### src/rtl/dot_product_feeder.sv
// Streams LEN operand pairs into a downstream accumulator as registered products,
// clearing it first and pulsing done once the final term has been summed.
module dot_product_feeder #(
    parameter int LEN = 4
) (
    input  logic       clk,
    input  logic       rst_n,
    input  logic       start,
    input  logic       in_valid,
    input  logic [3:0] a_in,
    input  logic [3:0] b_in,
    output logic       in_ready,
    output logic       acc_clear,
    output logic [7:0] acc_in,
    output logic       busy,
    output logic       done
);

    typedef enum logic [2:0] {
        S_IDLE,
        S_CLEAR,
        S_FEED,
        S_DRAIN,
        S_DONE
    } state_e;

    localparam logic [3:0] LastCnt = 4'(LEN);

    state_e     state_q, state_d;
    logic [3:0] cnt_q, cnt_d;
    logic [7:0] acc_in_q, acc_in_d;

    always_ff @(posedge clk or negedge rst_n) begin
        if (!rst_n) begin
            state_q  <= S_IDLE;
            cnt_q    <= 4'd0;
            acc_in_q <= 8'd0;
        end else begin
            state_q  <= state_d;
            cnt_q    <= cnt_d;
            acc_in_q <= acc_in_d;
        end
    end

    // acc_in_d defaults to 0 so every non-accepting cycle contributes nothing;
    // the DRAIN cycle naturally shows the product registered on the last accept.
    always_comb begin
        state_d   = state_q;
        cnt_d     = cnt_q;
        acc_in_d  = 8'd0;
        in_ready  = 1'b0;
        acc_clear = 1'b0;
        done      = 1'b0;
        busy      = (state_q != S_IDLE);
        case (state_q)
            S_IDLE: begin
                if (start) state_d = S_CLEAR;
            end
            S_CLEAR: begin
                acc_clear = 1'b1;
                cnt_d     = 4'd0;
                state_d   = S_FEED;
            end
            S_FEED: begin
                in_ready = 1'b1;
                if (in_valid) begin
                    acc_in_d = {4'd0, a_in} * {4'd0, b_in};
                    cnt_d    = cnt_q + 4'd1;
                    if (cnt_q + 4'd1 == LastCnt) state_d = S_DRAIN;
                end
            end
            S_DRAIN: begin
                state_d = S_DONE;
            end
            S_DONE: begin
                done    = 1'b1;
                state_d = S_IDLE;
            end
            default: state_d = S_IDLE;
        endcase
    end

    assign acc_in = acc_in_q;

endmodule
### config.mk
export PLATFORM = sky130hd
export DESIGN_NAME = dot_product_feeder
export DESIGN_NICKNAME = d
export VERILOG_FILES = /design/src/rtl/dot_product_feeder.sv
export SDC_FILE = /design/constraint.sdc
export NUM_CORES = 1
export LEC_CHECK = 0
export ABC_AREA = 1
export CORE_MARGIN = 3
export CORE_UTILIZATION = 50
export DETAILED_ROUTE_END_ITERATION = 16
export HOLD_SLACK_MARGIN = 0.08
export PLACE_DENSITY = 0.83
export SYNTH_ARGS = -nofsm -noshare
export SYNTH_HDL_FRONTEND = slang
export SYNTH_SLANG_ARGS = --single-unit
export TNS_END_PERCENT = 30
### constraint.sdc
create_clock -name clk -period 1.4 [get_ports clk]
set_input_delay 0.35 -clock clk [delete_from_list [all_inputs] [get_ports clk]]
set_output_delay 0.35 -clock clk [all_outputs]
set_load 0.005 [all_outputs]
==> impl_summary.md <==
Critical path
The slack of the worst reg-to-reg path is 0.03 ns. The worst setup path is captured at a register. The most critical setup path has its startpoint at a_in[2]. The worst path required time is 1.58 ns. The source of the worst register-to-register timing path is state_q[0]. The worst setup path is launched from a primary input. Data on the critical path arrives at its endpoint at 2.49 ns. The largest fanout on the critical path is 3. The critical path is of the in2reg type.

Die
The core region is 2042 um2. The y dimension of the die is 53.46 um. The initialized floorplan defines 16 standard-cell rows. From left edge to right edge, the die measures 53.46 um.

The die covers 2857 um2. The initial utilization of the core area, before any placement, comes to 55.15%. Pin placement for this block handled 24 I/O pins.

Drt
In the final routed layout, each cell accounts on average for 16.54 um. After detailed routing, the number of remaining DRC violations is 0. The routed via count is 1217.

In this run, the number of DRC markers left after iteration 0 of detailed routing was 70. Wires add up to 3.672 mm. The number of antenna-violating nets in the routed design is 0. The via count normalized by instance count is 5.482. The length of the first detailed-routing pass in iterations is 4.

Pwr
The power spent charging and discharging nets is 836.7 uW. In this run the power density over the cells is 1117 nW/um2. The worst-case IR drop observed on VDD is 1.054 mV.

In this run, flip-flops and latches consume 31.9% of the power. The internal power of the cells totals 1.175 mW. The leakage power is 1.031 nW. The share of total power consumed by net switching is 41.60%. The share of total power dissipated in combinational logic is 55.3%. The clock network power share is 12.8%.

CTS
For this design, the CTS-stage hold fixing added 0 buffers. The later pin in the worst-skew pair is clocked with a latency of 0.29 ns. CTS saw 15 sinks. CTS built an H-tree with a depth of 1. Counting the buffers created by CTS gives 3. The maximum buffer depth of the clock tree is 2. The root buffer cell chosen for the clock tree is clkbuf_4. TritonCTS built the clock tree. Clock-pin slew was measured on the worst setup and hold paths at 0.09 ns.

Synth
Yosys mapped the design onto 21 distinct sky130hd cell types. The synthesized design contains 15 register bits. In the synthesized netlist the dominant register cell turns out to be dfrtp_1. The sequential area share after synthesis is 33.33%. The combined area of all synthesized cells is 1126 um2. In the synthesized netlist the async set-or-reset flop fraction comes to 100.0%.

The gate count after technology mapping is 143. Synthesis produced a netlist with a net count of 172. In this run, synthesis inferred 0 flip-flops with an integrated enable.

For this run, the number of Yosys warnings is 0. The average instance in the mapped netlist occupies 7.875 um2.

STA
The number of failing hold endpoints at the final stage is 0. The final critical-path share of the clock period is 164.7%. The worst pin sits at a relative slew slack of 85.13%. The setup violation total in the final timing report is 10. Across the routed clock network, the largest skew measured is 0.004699 ns. The post-layout minimum cycle time is 2.306 ns. Setup repair after global routing could not meet its margin everywhere. The worst hold margin is 0.3624 ns. The worst setup margin is -0.9056 ns.

At the pin with the least slew margin, the transition time is 0.2215 ns. Derived from the worst setup path, the maximum achievable clock frequency is 433.7 MHz. The max-slew violation count is 0.

Layout
The antenna diode count is 0. The total area of multi-input combinational cells is 820.8 um2. After filler insertion, the fill cell instance count of the layout stands at 99. The library cell used most frequently in the layout, excluding fill and tap cells, is nand2_1.

Cells fill 88.17% of the core in the end. The post-route netlist has 43.08% of its cells at a drive strength greater than 1. For this run, the post-layout net count is 225. From synthesis to final layout, the design area changed by 59.89%. Summing all flip-flop and latch instances after layout gives 376.6 um2. In the layout the commonest cells are 33 x nand2_1, 21 x inv_1, 20 x buf_4.

Outcome
The final reports fail on negative setup slack. The flow ran to the end, but the final reports show violations.

Run
The tool flagged a number of max-cap violations equal to 0.

GRT
The remaining global-route overflow is 0. The via count of the first global-routing pass is 1192. The global-route wire length before repair is 4.981 mm.

The global-route usage over all layers is 24.53%. The maximum number of pins on one net before global-route repair is 16. The number of antenna violations at the first check in global routing came to 0.

Placed design
The wire-length estimate of the detail-placed layout is 2.056 mm. The routability congestion estimate is 0.7203. Input and output buffers added on the ports amount to 23.

Worst hold path
The classification of the worst-slack hold path is in2async.
[critical path, cell delays in order]
cell and delay, ns:
buf_8 0.09, nand2_8 0.04, fa_1 0.56, inv_2 0.06, fa_2 0.44, buf_4 0.16, ha_4 0.28, nand2_4 0.07
nor3_2 0.15, nor2_1 0.06, nor2_1 0.15, nor2_2 0.07
[area by class of cell]
cell class	instances	share of cell area (%)
multi-input cells	98	45.59
repair buffers	48	23.70
flip-flops and latches	15	20.92
inverters	30	6.393
well taps	27	1.876
clock buffers	3	1.251
clock inverters	1	0.2780
[sequential cells by signal, summed over array words and instances, names as in the netlist]
name / cells
state_q: 3
acc_in: 8
cnt_q: 4
[power by group through the flow]
stage	logic (mW)	registers, mW	clock network (mW)
after floorplan	0.471	0.625	0
after global placement	0.919	0.624	0
after detailed placement	0.949	0.630	0
after CTS	0.979	0.632	0.250
after global routing	1.20	0.652	0.270
final	1.11	0.642	0.257
[layer usage]
metal	global-route usage (%)	routed length [um]	share of wire, %
met2	47.35	1931	53
met3	1.972	234	6.4
met4	12.34	156	4.2
met5	0	0	0
met1	25.79	1350	37
[kinds of logic after synthesis]
kind of cell	share of synthesized area (%)
flops	33.33
compound gates	5.778
fa+ha+maj	21.56
xor+xnor	0.7779
simple gates	28.33
buf+inv	10.22
[metrics by stage]
step	cells	TNS [ns]	total power, mW	setup WS (ns)	area, um2
floorplan	143	-4.095	1.096	-0.9405	1149
global placement	216	-8.981	1.543	-1.548	1585
detailed placement	216	-9.554	1.579	-1.665	1585
CTS	220	-4.209	1.862	-0.8359	1660
global route	222	-4.672	2.125	-0.9336	1800
finish	222	-4.303	2.011	-0.9056	1800
[final timing paths]
path                                    to  cells after the start
worst min register to register  state_q[2]                      1
min in group clk                 acc_in[0]                      4
worst max-delay path             acc_in[7]                     12
worst max register to register    cnt_q[0]                      7
worst min-delay path              cnt_q[3]                      2
max in group asynchronous       state_q[0]                      2
[synthesized netlist by cell type (2+ instances only)]
master / number / area [um2]
nand3_1: 6 / 30.03
o21ai_2: 3 / 26.28
nor3_1: 2 / 10.01
inv_1: 28 / 105.1
nor2_1: 15 / 56.30
nand4_1: 2 / 12.51
nand2_1: 43 / 161.4
ha_1: 13 / 162.7
dfrtp_1: 15 / 375.4
fa_1: 4 / 80.08
a21oi_1: 2 / 10.01
[what timing repair did]
item / 4_1_cts / 5_1_grt
pin swaps: 19 / 14
resized for setup: 66 / 31
endpoints found under the setup margin: 18 / 13
setup buffers: 1 / 2
No activity file was read; power rests on OpenSTA's default activity.
